## src/rtl/dac_sample_sched_pkg.sv

```systemverilog
// dac_pkg: shared types and constants for the DAC sample scheduler.
package dac_pkg;
  typedef enum logic [2:0] {IDLE, ARB, START, WAIT_HI, WAIT_LO} state_e;
  localparam int DAC_DW = 12;
  localparam int TICK_DIV_25K = 2000;
  function automatic int clog2(input int n);
    int r;
    r = 0;
    for (int v = n - 1; v > 0; v = v >> 1) r++;
    return r;
  endfunction
endpackage

```

## src/rtl/dac_sample_sched_rr_arbiter.sv

```systemverilog
// rr_arbiter: combinational round-robin pick starting just after last_i.
module rr_arbiter
  import dac_pkg::*;
#(
  parameter int NCH = 4,
  localparam int CW = clog2(NCH)
) (
  input  logic [NCH-1:0] req_i,
  input  logic [CW-1:0]  last_i,
  output logic [CW-1:0]  grant_o,
  output logic           any_o
);
  logic [CW-1:0] idx;
  // Walk from farthest to nearest so the nearest valid channel wins.
  always_comb begin
    grant_o = '0;
    idx = '0;
    for (int k = NCH; k >= 1; k--) begin
      idx = CW'((int'(last_i) + k) % NCH);
      if (req_i[idx]) grant_o = idx;
    end
  end
  assign any_o = |req_i;
endmodule

```

## src/rtl/dac_sample_sched.sv

```systemverilog
// dac_sample_sched: per-tick round-robin feeder for a shared serial DAC link.
// Define DAC_REFRESH_EN to resend the last word when no requester is valid.
module dac_sample_sched
  import dac_pkg::*;
#(
  parameter int NCH = 4,
  parameter int DW = DAC_DW,
  parameter int TICK_DIV = TICK_DIV_25K,
  parameter int BUSY_TO = 15,
  localparam int CW = clog2(NCH),
  localparam int TW = clog2(TICK_DIV),
  localparam int BW = clog2(BUSY_TO + 1)
) (
  input  logic              clk50,
  input  logic              rst,
  input  logic [NCH-1:0]    req_valid,
  input  logic [NCH*DW-1:0] req_data,
  output logic [NCH-1:0]    req_ready,
  output logic              ser_start,
  output logic [DW-1:0]     ser_data,
  output logic [CW-1:0]     ser_ch,
  input  logic              ser_busy,
  output logic              overrun,
  output logic              timeout,
  input  logic              clr_err
);
`ifdef DAC_REFRESH_EN
  localparam bit REFRESH = 1'b1;
`else
  localparam bit REFRESH = 1'b0;
`endif
  state_e state_q, state_d;
  logic [TW-1:0] cnt_q, cnt_d;
  logic [CW-1:0] last_q, last_d, ch_q, ch_d, grant;
  logic [DW-1:0] data_q, data_d;
  logic [BW-1:0] wcnt_q, wcnt_d;
  logic rdy_q, rdy_d, overrun_q, overrun_d, timeout_q, timeout_d;
  logic tick, any_valid, arb_win, wait_expired;

  rr_arbiter #(.NCH(NCH)) u_arb (
    .req_i  (req_valid),
    .last_i (last_q),
    .grant_o(grant),
    .any_o  (any_valid)
  );

  assign tick = cnt_q == TW'(TICK_DIV - 1);
  assign arb_win = state_q == ARB && any_valid;
  assign wait_expired = state_q == WAIT_HI && !ser_busy && wcnt_q == BW'(BUSY_TO - 1);

  always_ff @(posedge clk50 or posedge rst) begin
    if (rst) begin
      state_q   <= IDLE;
      cnt_q     <= '0;
      last_q    <= CW'(NCH - 1);
      ch_q      <= '0;
      data_q    <= '0;
      wcnt_q    <= '0;
      rdy_q     <= 1'b0;
      overrun_q <= 1'b0;
      timeout_q <= 1'b0;
    end else begin
      state_q   <= state_d;
      cnt_q     <= cnt_d;
      last_q    <= last_d;
      ch_q      <= ch_d;
      data_q    <= data_d;
      wcnt_q    <= wcnt_d;
      rdy_q     <= rdy_d;
      overrun_q <= overrun_d;
      timeout_q <= timeout_d;
    end
  end

  always_comb begin
    state_d = state_q;
    case (state_q)
      IDLE:    state_d = tick ? ARB : IDLE;
      ARB:     state_d = (any_valid || REFRESH) ? START : IDLE;
      START:   state_d = WAIT_HI;
      WAIT_HI: state_d = ser_busy ? WAIT_LO : wait_expired ? IDLE : WAIT_HI;
      WAIT_LO: state_d = ser_busy ? WAIT_LO : IDLE;
      default: state_d = IDLE;
    endcase
  end

  // Ticks outside IDLE are dropped and only flagged; the counter never stalls.
  always_comb begin
    cnt_d     = tick ? '0 : cnt_q + 1'b1;
    last_d    = arb_win ? grant : last_q;
    ch_d      = arb_win ? grant : ch_q;
    data_d    = arb_win ? req_data[int'(grant)*DW +: DW] : data_q;
    rdy_d     = state_q == ARB ? any_valid : rdy_q;
    wcnt_d    = state_q == WAIT_HI ? wcnt_q + 1'b1 : '0;
    overrun_d = (tick && state_q != IDLE) || (overrun_q && !clr_err);
    timeout_d = wait_expired || (timeout_q && !clr_err);
  end

  always_comb begin
    ser_start = state_q == START;
    req_ready = (state_q == START && rdy_q) ? NCH'(1) << ch_q : '0;
    ser_data  = data_q;
    ser_ch    = ch_q;
    overrun   = overrun_q;
    timeout   = timeout_q;
  end
endmodule

```

## config.mk

```make
export PLATFORM = sky130hd
export DESIGN_NAME = dac_sample_sched
export DESIGN_NICKNAME = d
export VERILOG_FILES = /design/src/rtl/dac_sample_sched_pkg.sv /design/src/rtl/dac_sample_sched_rr_arbiter.sv /design/src/rtl/dac_sample_sched.sv
export SDC_FILE = /design/constraint.sdc
export NUM_CORES = 1
export LEC_CHECK = 0
export ABC_AREA = 1
export BUFFER_PORTS_ARGS = -buffer_cell sky130_fd_sc_hd__buf_2
export CAP_MARGIN = 20
export CORE_ASPECT_RATIO = 0.5
export CORE_MARGIN = 4
export CORE_UTILIZATION = 55
export CTS_CLUSTER_DIAMETER = 30
export DETAILED_ROUTE_END_ITERATION = 10
export GPL_TIMING_DRIVEN = 1
export PLACE_DENSITY = 0.86
export SYNTH_ARGS = -nofsm -noshare
export SYNTH_HDL_FRONTEND = slang
export SYNTH_HIERARCHICAL = 1
export SYNTH_SLANG_ARGS = --single-unit
```

## constraint.sdc

```tcl
create_clock -name clk50 -period 3.4 [get_ports clk50]
set_clock_uncertainty 0.05 [all_clocks]
set_input_delay 0.68 -clock clk50 [delete_from_list [all_inputs] [get_ports clk50]]
set_output_delay 0.68 -clock clk50 [all_outputs]
set_load 0.1 [all_outputs]
```

==> flow_summary.ini, run 1 <==
[synthesis]
synth_area_per_cell_um2 = 6.92
synth_warnings = 6
syn_area_um2 = 2380
ys_ff_latch = 37
syn_nets = 403
postSynthCellCount = 344
seq_area_frac_synth = 0.390
ys_types = 31

[die]
pin_count = 77
die_h_um = 54.5
die_w_um = 101
coreArea_um2 = 4020
num_rows = 16
design.die.area_um2 = 5510
floorplan.initialDensity = 0.591

[clock_tree]
cts_setup_buffers = 0
cts_tree = built
cts_buffers = 5
clk_pin_slew_worst_paths_ns = 0.07
cts_resized = 0
clk_path_buf_depth = 2
clock-sinks = 37
h-tree-depth = 2
hold_buffers = 0
root_buffer = clkbuf_8
insertion_delay_ns = 0.29

[power_and_ir_drop]
p_seq_frac = 0.224
p_comb_frac = 0.677
switching_share = 0.605
p_switching_mw = 1.84
vdd_drop_max_uv = 681
p_int_mw = 1.20
p_leak_nw = 1.59
p_clk_frac = 0.099
pwr_density_cell_nw_per_um2 = 1060

[global_routing]
grt_pass1_vias = 2100
busiest_layer = met2
grt_pass1_wl_um = 9400
met1_usage = 0.294
grt_util_all_layers = 0.222
met3_usage = 0.0445
overflow = 0
use_met2 = 0.365
grt_max_degree = 38
antenna_found_initial = 0

[cells_and_area]
syn2layout_area_growth_pct = 20.8
instances_no_fill = 474
multi_input_area_um2 = 1240
fillCellCount = 310
ff_latch_area_um2 = 928
final_core_util = 0.714
drive_gt1_frac = 0.283
final_nets = 478
antennaDiodeCount = 0

[critical_path]
critPathMaxFanout = 4
cp_num_cells = 6
cp_slowest_cell = buf_2
reg2regPathDepth = 12
r2r-end = ser_data[0]$_DFFE_PP0P_
timing.rr.start = last_q[0]$_DFFE_PP1P_
required_ns = 2.67
crit_family = buffers and inverters
crit_type = flip-flop to output pin
crit_top_cell = nand2_1
worstPathArrival_ns = 1.83
path_buf_inv = 2
reg2reg_setup_slack_ns = 0.88
cpPeakStageDelay_ns = 0.46
crit_path_end_kind = output pin
cp-start-kind = flip-flop
cp_cell_sequence = inv_2 > nand2_1 > nor2_2 > nand2_1 > nor3_2 > buf_2

[worst_hold_path]
hp-class = input port to async pin

[placed_design]
dp.cells = 466
gp_congestion = 0.839
port_buffers = 76
dp_hpwl_um = 4530

[route]
via_count = 2364
wire_per_inst_um = 12.1
drtPass1Iterations = 5
vias_per_cell = 4.99
ant_nets = 0
drt-total-wl_um = 5740
drt_iter0_drc = 129
drc_errors = 0

[timing]
post-route-min-period_ns = 2.56
timing.fmax_mhz = 391
worst_pin_slew_ns = 0.625
maxSlewHeadroom = 0.583
final.period_utilization = 0.752
drv_slew = 0
rsz0062_at_grt = false
finalHoldWorstSlack_ns = 0.435
setup_viol_count_final = 0
hold_viol = 0
finalSetupTns_ns = 0

[outcome]
outcome = finished, final reports clean

[run]
drv_cap = 0
power groups by stage:
stage          registers, mW  clock network (mW)  logic, mW
2_1_floorplan           1.20                   0       1.26
3_3_place_gp           0.681                   0       2.01
3_5_place_dp           0.687                   0       2.05
4_1_cts                0.680               0.302       2.05
5_1_grt                0.698               0.322       2.27
6_report               0.681               0.301       2.06
area by class of cell:
| type | count | share of cell area |
|---|---|---|
| timing repair buffer | 78 | 0.138 |
| clock buffer | 6 | 0.0253 |
| inverter | 41 | 0.0553 |
| tap | 54 | 0.0235 |
| clock inverter | 2 | 0.00348 |
| multi-input combinational | 256 | 0.432 |
| sequential | 37 | 0.323 |
state kept, by name, summed over array words and instances (netlist names):
signal / count
cnt_q: 11
last_q: 2
state_q: 3
wcnt_q: 4
timeout: 1
ser_ch: 2
overrun: 1
rdy_q: 1
ser_data: 12
metrics by stage:
| stage | area, um^2 | setup WS [ns] | power (mW) |
|---|---|---|---|
| 2_1_floorplan | 2400 | -0.245 | 2.46 |
| 3_3_place_gp | 2790 | 0.920 | 2.69 |
| 3_5_place_dp | 2790 | 0.817 | 2.74 |
| 4_1_cts | 2870 | 0.851 | 3.03 |
| 5_1_grt | 2870 | 0.647 | 3.29 |
| 6_report | 2870 | 0.845 | 3.04 |
worst reg2reg max path: stages (launching register included):
cell and delay [ns]:
dfstp_2 0.69, inv_4 0.09, nand2_2 0.07, nand3_1 0.09, o21ai_1 0.14, nand2_1 0.07
a21oi_2 0.52, inv_2 0.23, nor2_1 0.14, o21ai_0 0.15, nand2_1 0.11, nand2_1 0.05
nand2_1 0.06
cells in the mapped netlist, drive strengths merged:
library cell	instances	area, um^2
a21oi	4	23.8
buf	8	63.8
clkbuf	2	10.0
dfrtp	35	876
dfstp	2	52.6
ha	3	37.5
inv	41	159
nand2	105	424
nand3	18	115
nand3b	1	7.51
nand4	5	46.3
nor2	73	282
nor3	6	40.0
o21ai	34	185
o22ai	1	6.26
o31ai	1	7.51
xnor2	1	8.76
xor2	4	35.0
logic make-up after synthesis:
group	synth area share
flip-flops	0.390
adder cells (fa/ha/maj)	0.0158
XOR/XNOR	0.0184
buffers and inverters	0.0978
AND/OR/NAND/NOR	0.384
AO/OA/AOI/OAI	0.0936
layer usage:
| layer | up-vias | part of all wire |
|---|---|---|
| met5 | - | 0 |
| met4 | 0 | 0.012 |
| met3 | 7 | 0.046 |
| met2 | 63 | 0.48 |
| met1 | 1074 | 0.46 |
| li1 | 1220 | - |
how the worst max path moves through the flow:
stage | endpoint | slack (ns) | startpoint
2_1_floorplan | req_ready[0] | -0.25 | state_q[2]$_DFF_PP0_
3_3_place_gp | ser_data[0]$_DFFE_PP0P_ | 0.92 | req_valid[0]
3_5_place_dp | ser_data[0]$_DFFE_PP0P_ | 0.82 | req_valid[3]
4_1_cts | req_ready[2] | 0.85 | state_q[2]$_DFF_PP0_
5_1_grt | ser_data[1]$_DFFE_PP0P_ | 0.65 | last_q[0]$_DFFE_PP1P_
6_report | req_ready[2] | 0.84 | state_q[2]$_DFF_PP0_
placed cells by master (no fill, tap or decap), types with 6 or more instances in the layout:
cell type,count
nor3_2,6
nor2_1,71
inv_2,6
nand3_1,16
nand2_2,6
dfrtp_1,35
inv_1,33
nand2_1,97
buf_2,76
o21ai_0,25
No activity file was read; power rests on OpenSTA's default activity.
==> inputs of run 2 (changes only) <==
Settings changed: CORE_UTILIZATION 55 to 51, PLACE_DENSITY 0.86 to 0.8.
Clock period 3.4 ns to 2.6 ns, I/O delays scaled along.
==> run 2 against run 1 <==
  * Sequential cell count did not move
  * Core utilization down 5.5 points
  * Sequential share of layout area is 0.59 points lower
  * Total power rose by 35%
  * Cell count is 1.1% higher
  * Count of clock-buffer cells in the layout is 2 higher
  * Largest power group unchanged
==> flow_summary.ini, run 2 (synthesis results as in run 1) <==
[outcome]
outcome = finished, final reports clean

[global_routing]
antenna_found_initial = 0
grt_max_degree = 26
grt_util_all_layers = 0.206
grt_pass1_wl_um = 9920
grt_pass1_vias = 2238
overflow = 0

[clock_tree]
clk_pin_slew_worst_paths_ns = 0.07
clock-sinks = 37
clk_path_buf_depth = 2
cts_resized = 0
cts_buffers = 5
h-tree-depth = 2
insertion_delay_ns = 0.29
root_buffer = clkbuf_8
hold_buffers = 0
cts_setup_buffers = 0
cts_tree = built

[power_and_ir_drop]
pwr_density_cell_nw_per_um2 = 1400
vdd_drop_max_uv = 1030
p_comb_frac = 0.684
p_switching_mw = 2.47
p_leak_nw = 1.61
p_clk_frac = 0.095
p_int_mw = 1.64
p_total_mw = 4.11
switching_share = 0.602
p_seq_frac = 0.221

[placed_design]
dp.cells = 471
dp_hpwl_um = 4720
place_ws_ns = 0.400
gp_congestion = 0.838
post_dp_cell_area_um2 = 2850
port_buffers = 76

[timing]
final.period_utilization = 0.912
worst_pin_slew_ns = 0.496
rsz0062_at_grt = false
maxSlewHeadroom = 0.671
post-route-min-period_ns = 2.37
setup_viol_count_final = 0
setup_slack_ns = 0.230
hold_viol = 0
timing.fmax_mhz = 422
drv_slew = 0

[cells_and_area]
drive_gt1_frac = 0.289
fillCellCount = 397
final_common_cell = nand2_1
final_core_util = 0.659
final_cell_mix = 95 x nand2_1, 76 x buf_2, 71 x nor2_1
final_nets = 480
instances_no_fill = 479
antennaDiodeCount = 0
largest_register_ffs = 12
stdcell_area_um2 = 2930
syn2layout_area_growth_pct = 23.2

[die]
floorplan.initialDensity = 0.535
die_h_um = 56.3
die_w_um = 105
num_rows = 17
design.die.area_um2 = 5890
pin_count = 77
coreArea_um2 = 4450

[critical_path]
crit_type = flip-flop to output pin
critPathMaxFanout = 4
required_ns = 2.03
crit_path_end_kind = output pin
cp-start-kind = flip-flop
worstPathArrival_ns = 1.80

[route]
drc_errors = 0
drt-total-wl_um = 5980
wire_per_inst_um = 12.5
vias_per_cell = 5.01
drt_iter0_drc = 115
ant_nets = 0
via_count = 2398
drtPass1Iterations = 4

[run]
drv_cap = 0

[worst_hold_path]
hp-class = input port to async pin
-- run 2: worst paths after layout --
kind | from | to | slack [ns] | depth (start not counted)
max in group asynchronous | rst | last_q[0]$_DFFE_PP1P_ | 1.58 | 3
max reg2reg | last_q[0]$_DFFE_PP1P_ | ser_data[9]$_DFFE_PP0P_ | 0.38 | 12
min | rst | rdy_q$_DFFE_PP0N_ | 0.17 | 2
max | state_q[2]$_DFF_PP0_ | req_ready[3] | 0.23 | 6
min in group clk50 | clr_err | overrun$_DFF_PP0_ | 0.38 | 2
min reg2reg | ser_data[8]$_DFFE_PP0P_ | ser_data[8]$_DFFE_PP0P_ | 0.43 | 2
-- run 2: power groups by stage --
stage               combinational [mW]  clock [mW]  sequential (mW)
global placement                  2.74           0            0.908
floorplan                         1.69           0             1.60
CTS                               2.82       0.391            0.906
finish                            2.81       0.392            0.907
detailed placement                2.80           0            0.914
global route                      3.08       0.425            0.926
-- run 2: critical path: stages, from the launching register on --
cell     delay, ns
dfrtp_1       0.43
inv_2         0.11
nand2_2       0.08
nor2_4        0.15
nand2_4       0.11
nor3_4        0.18
buf_2         0.44
-- run 2: through the flow --
step / hold WS, ns / setup TNS, ns
after floorplan: 0.403 / -0.279
after global placement: 0.413 / 0
after detailed placement: 0.414 / 0
after CTS: 0.199 / 0
after global routing: 0.226 / 0
final: 0.175 / 0
-- run 2: area by class of cell --
| class | count | area (um^2) | share of cell area |
|---|---|---|---|
| multi-input cells | 256 | 1280 | 0.437 |
| flip-flops and latches | 37 | 930 | 0.317 |
| repair buffers | 80 | 410 | 0.140 |
| inverters | 41 | 159 | 0.0542 |
| clock buffers | 8 | 80.1 | 0.0273 |
| well taps | 57 | 71.3 | 0.0243 |
-- run 2: metal layers --
metal	share of wire	global-route usage	vias to the layer above
li1	-	-	1222
met1	0.44	0.263	1091
met3	0.058	0.0425	10
met5	0	0	-
met4	0.014	0.0617	0
met2	0.48	0.358	75
==> inputs of run 3 (changes only) <==
Settings changed: BUFFER_PORTS_ARGS -buffer_cell sky130_fd_sc_hd__buf_2 to not set, CORE_UTILIZATION 51 to 55, DONT_BUFFER_PORTS set to 1, PLACE_DENSITY 0.8 to 0.7.
==> run 3 against run 2 <==
  * Non-clock buffer count down 64
  * Sequential power up 44%
  * Fmax up 3.2%
  * Via count down 11%
  * Final area down 8.2%
  * Register-to-register slack worse by 0.08 ns
  * Largest power group unchanged
  * Highest routed layer unchanged
==> flow_summary.ini, run 3 (synthesis results as in run 1) <==
[critical_path]
reg2reg_setup_slack_ns = 0.30
crit_path_end_kind = flip-flop
critPathMaxFanout = 12
worstPathArrival_ns = 2.47
crit_top_cell = nand2_1
cp-start-kind = flip-flop
cp_slowest_cell = dfstp_2
required_ns = 2.77
crit_family = flip-flops
cpPeakStageDelay_ns = 0.68
cp_cell_sequence = nand2_1 > o21ai_2 > nand2_2 > o21ai_1 > nand2_1 > a21oi_2 > inv_2 > nor2_1 > o21ai_0 > nand2_1 > nand2_1 > nand2_1
crit_type = flip-flop to flip-flop
path_buf_inv = 1

[global_routing]
grt_max_degree = 38
antenna_found_initial = 0
grt_pass1_wl_um = 9130
grt_pass1_vias = 2027
overflow = 0
grt_util_all_layers = 0.212

[die]
pin_count = 77
num_rows = 16
floorplan.initialDensity = 0.591
design.die.area_um2 = 5510
die_h_um = 54.5
die_w_um = 101
coreArea_um2 = 4020

[timing]
finalSetupTns_ns = 0
maxSlewHeadroom = 0.366
drv_slew = 0
post-route-min-period_ns = 2.30
worst_pin_slew_ns = 0.951
rsz0062_at_grt = false
setup_viol_count_final = 0
final.period_utilization = 0.883
hold_viol = 0
timing.fmax_mhz = 435

[cells_and_area]
instances_no_fill = 412
final_cell_mix = 94 x nand2_1, 71 x nor2_1, 34 x dfrtp_1
fillCellCount = 337
largest_register_ffs = 12
drive_gt1_frac = 0.170
ff_latch_area_um2 = 930
final_nets = 416
syn2layout_area_growth_pct = 13.1
stdcell_area_um2 = 2690
final_core_util = 0.669
antennaDiodeCount = 0
final_common_cell = nand2_1
multi_input_area_um2 = 1280

[clock_tree]
root_buffer = clkbuf_8
clk_path_buf_depth = 2
clock-sinks = 37
cts_buffers = 5
clk_pin_slew_worst_paths_ns = 0.07
hold_buffers = 0
insertion_delay_ns = 0.28
cts_tree = built
h-tree-depth = 2

[power_and_ir_drop]
vdd_drop_max_uv = 984
p_leak_nw = 1.38
p_int_mw = 1.62
pwr_density_cell_nw_per_um2 = 1520
p_comb_frac = 0.586
p_switching_mw = 2.47
switching_share = 0.604
p_clk_frac = 0.094
p_seq_frac = 0.320

[route]
wire_per_inst_um = 13.3
vias_per_cell = 5.20
ant_nets = 0
drt_iter0_drc = 70
drt-total-wl_um = 5490
drtPass1Iterations = 4
via_count = 2144
drc_errors = 0

[placed_design]
dp_hpwl_um = 4310
dp.cells = 404
port_buffers = 0
post_dp_cell_area_um2 = 2610
gp_congestion = 0.873

[outcome]
outcome = finished, final reports clean

[run]
drv_cap = 0

[worst_hold_path]
hp-class = input port to async pin
run 3: cell count changes in the layout (fill, tap and decap cells not counted), sizes merged:
cell	before	now
clkbuf	8	6
clkinv	0	2
buf	80	16
run 3: path summary, 6_finish.rpt:
| path | start | end | depth (start not counted) |
|---|---|---|---|
| max | last_q[0]$_DFFE_PP1P_ | ser_data[9]$_DFFE_PP0P_ | 12 |
| min | rst | ser_data[9]$_DFFE_PP0P_ | 2 |
| max reg2reg | last_q[0]$_DFFE_PP1P_ | ser_data[9]$_DFFE_PP0P_ | 12 |
| min reg2reg | wcnt_q[0]$_DFF_PP0_ | wcnt_q[0]$_DFF_PP0_ | 1 |
| max in group asynchronous | rst | last_q[1]$_DFFE_PP1P_ | 2 |
| min in group clk50 | clr_err | overrun$_DFF_PP0_ | 1 |
run 3: metal layers:
| layer | up-vias | GRT usage | routed length (um) |
|---|---|---|---|
| met5 | - | 0 | 0 |
| met4 | 0 | 0.0442 | 49 |
| met3 | 4 | 0.0522 | 283 |
| met2 | 60 | 0.353 | 2480 |
| met1 | 980 | 0.285 | 2670 |
| li1 | 1100 | - | - |
run 3: repair_timing:
item / CTS / global route
resized for setup: 0 / 1
buffers inserted: 0 / 0
setup endpoints to repair: 0 / 3
run 3: per-stage QoR:
stage / setup WS (ns) / hold WS (ns) / power [mW]
floorplan: -0.0793 / 0.403 / 3.28
finish: 0.304 / 0.185 / 4.09
global placement: 0.352 / 0.424 / 3.63
global route: 0.0383 / 0.220 / 4.43
detailed placement: 0.283 / 0.428 / 3.69
CTS: 0.271 / 0.201 / 4.08
run 3: power by group through the flow:
stage                     sequential (mW)  combinational (mW)  clock, mW
after CTS                            1.31                2.38      0.392
after floorplan                      1.60                1.69          0
final                                1.31                2.40      0.386
after detailed placement             1.32                2.37          0
after global routing                 1.33                2.67      0.424
after global placement               1.32                2.31          0
run 3: area by class of cell:
type / instances / share of cell area
Timing Repair Buffer: 16 / 0.0632
Clock inverter: 2 / 0.00372
Multi-Input combinational cell: 256 / 0.477
Clock buffer: 6 / 0.0270
Inverter: 41 / 0.0590
Sequential cell: 37 / 0.345
Tap cell: 54 / 0.0251
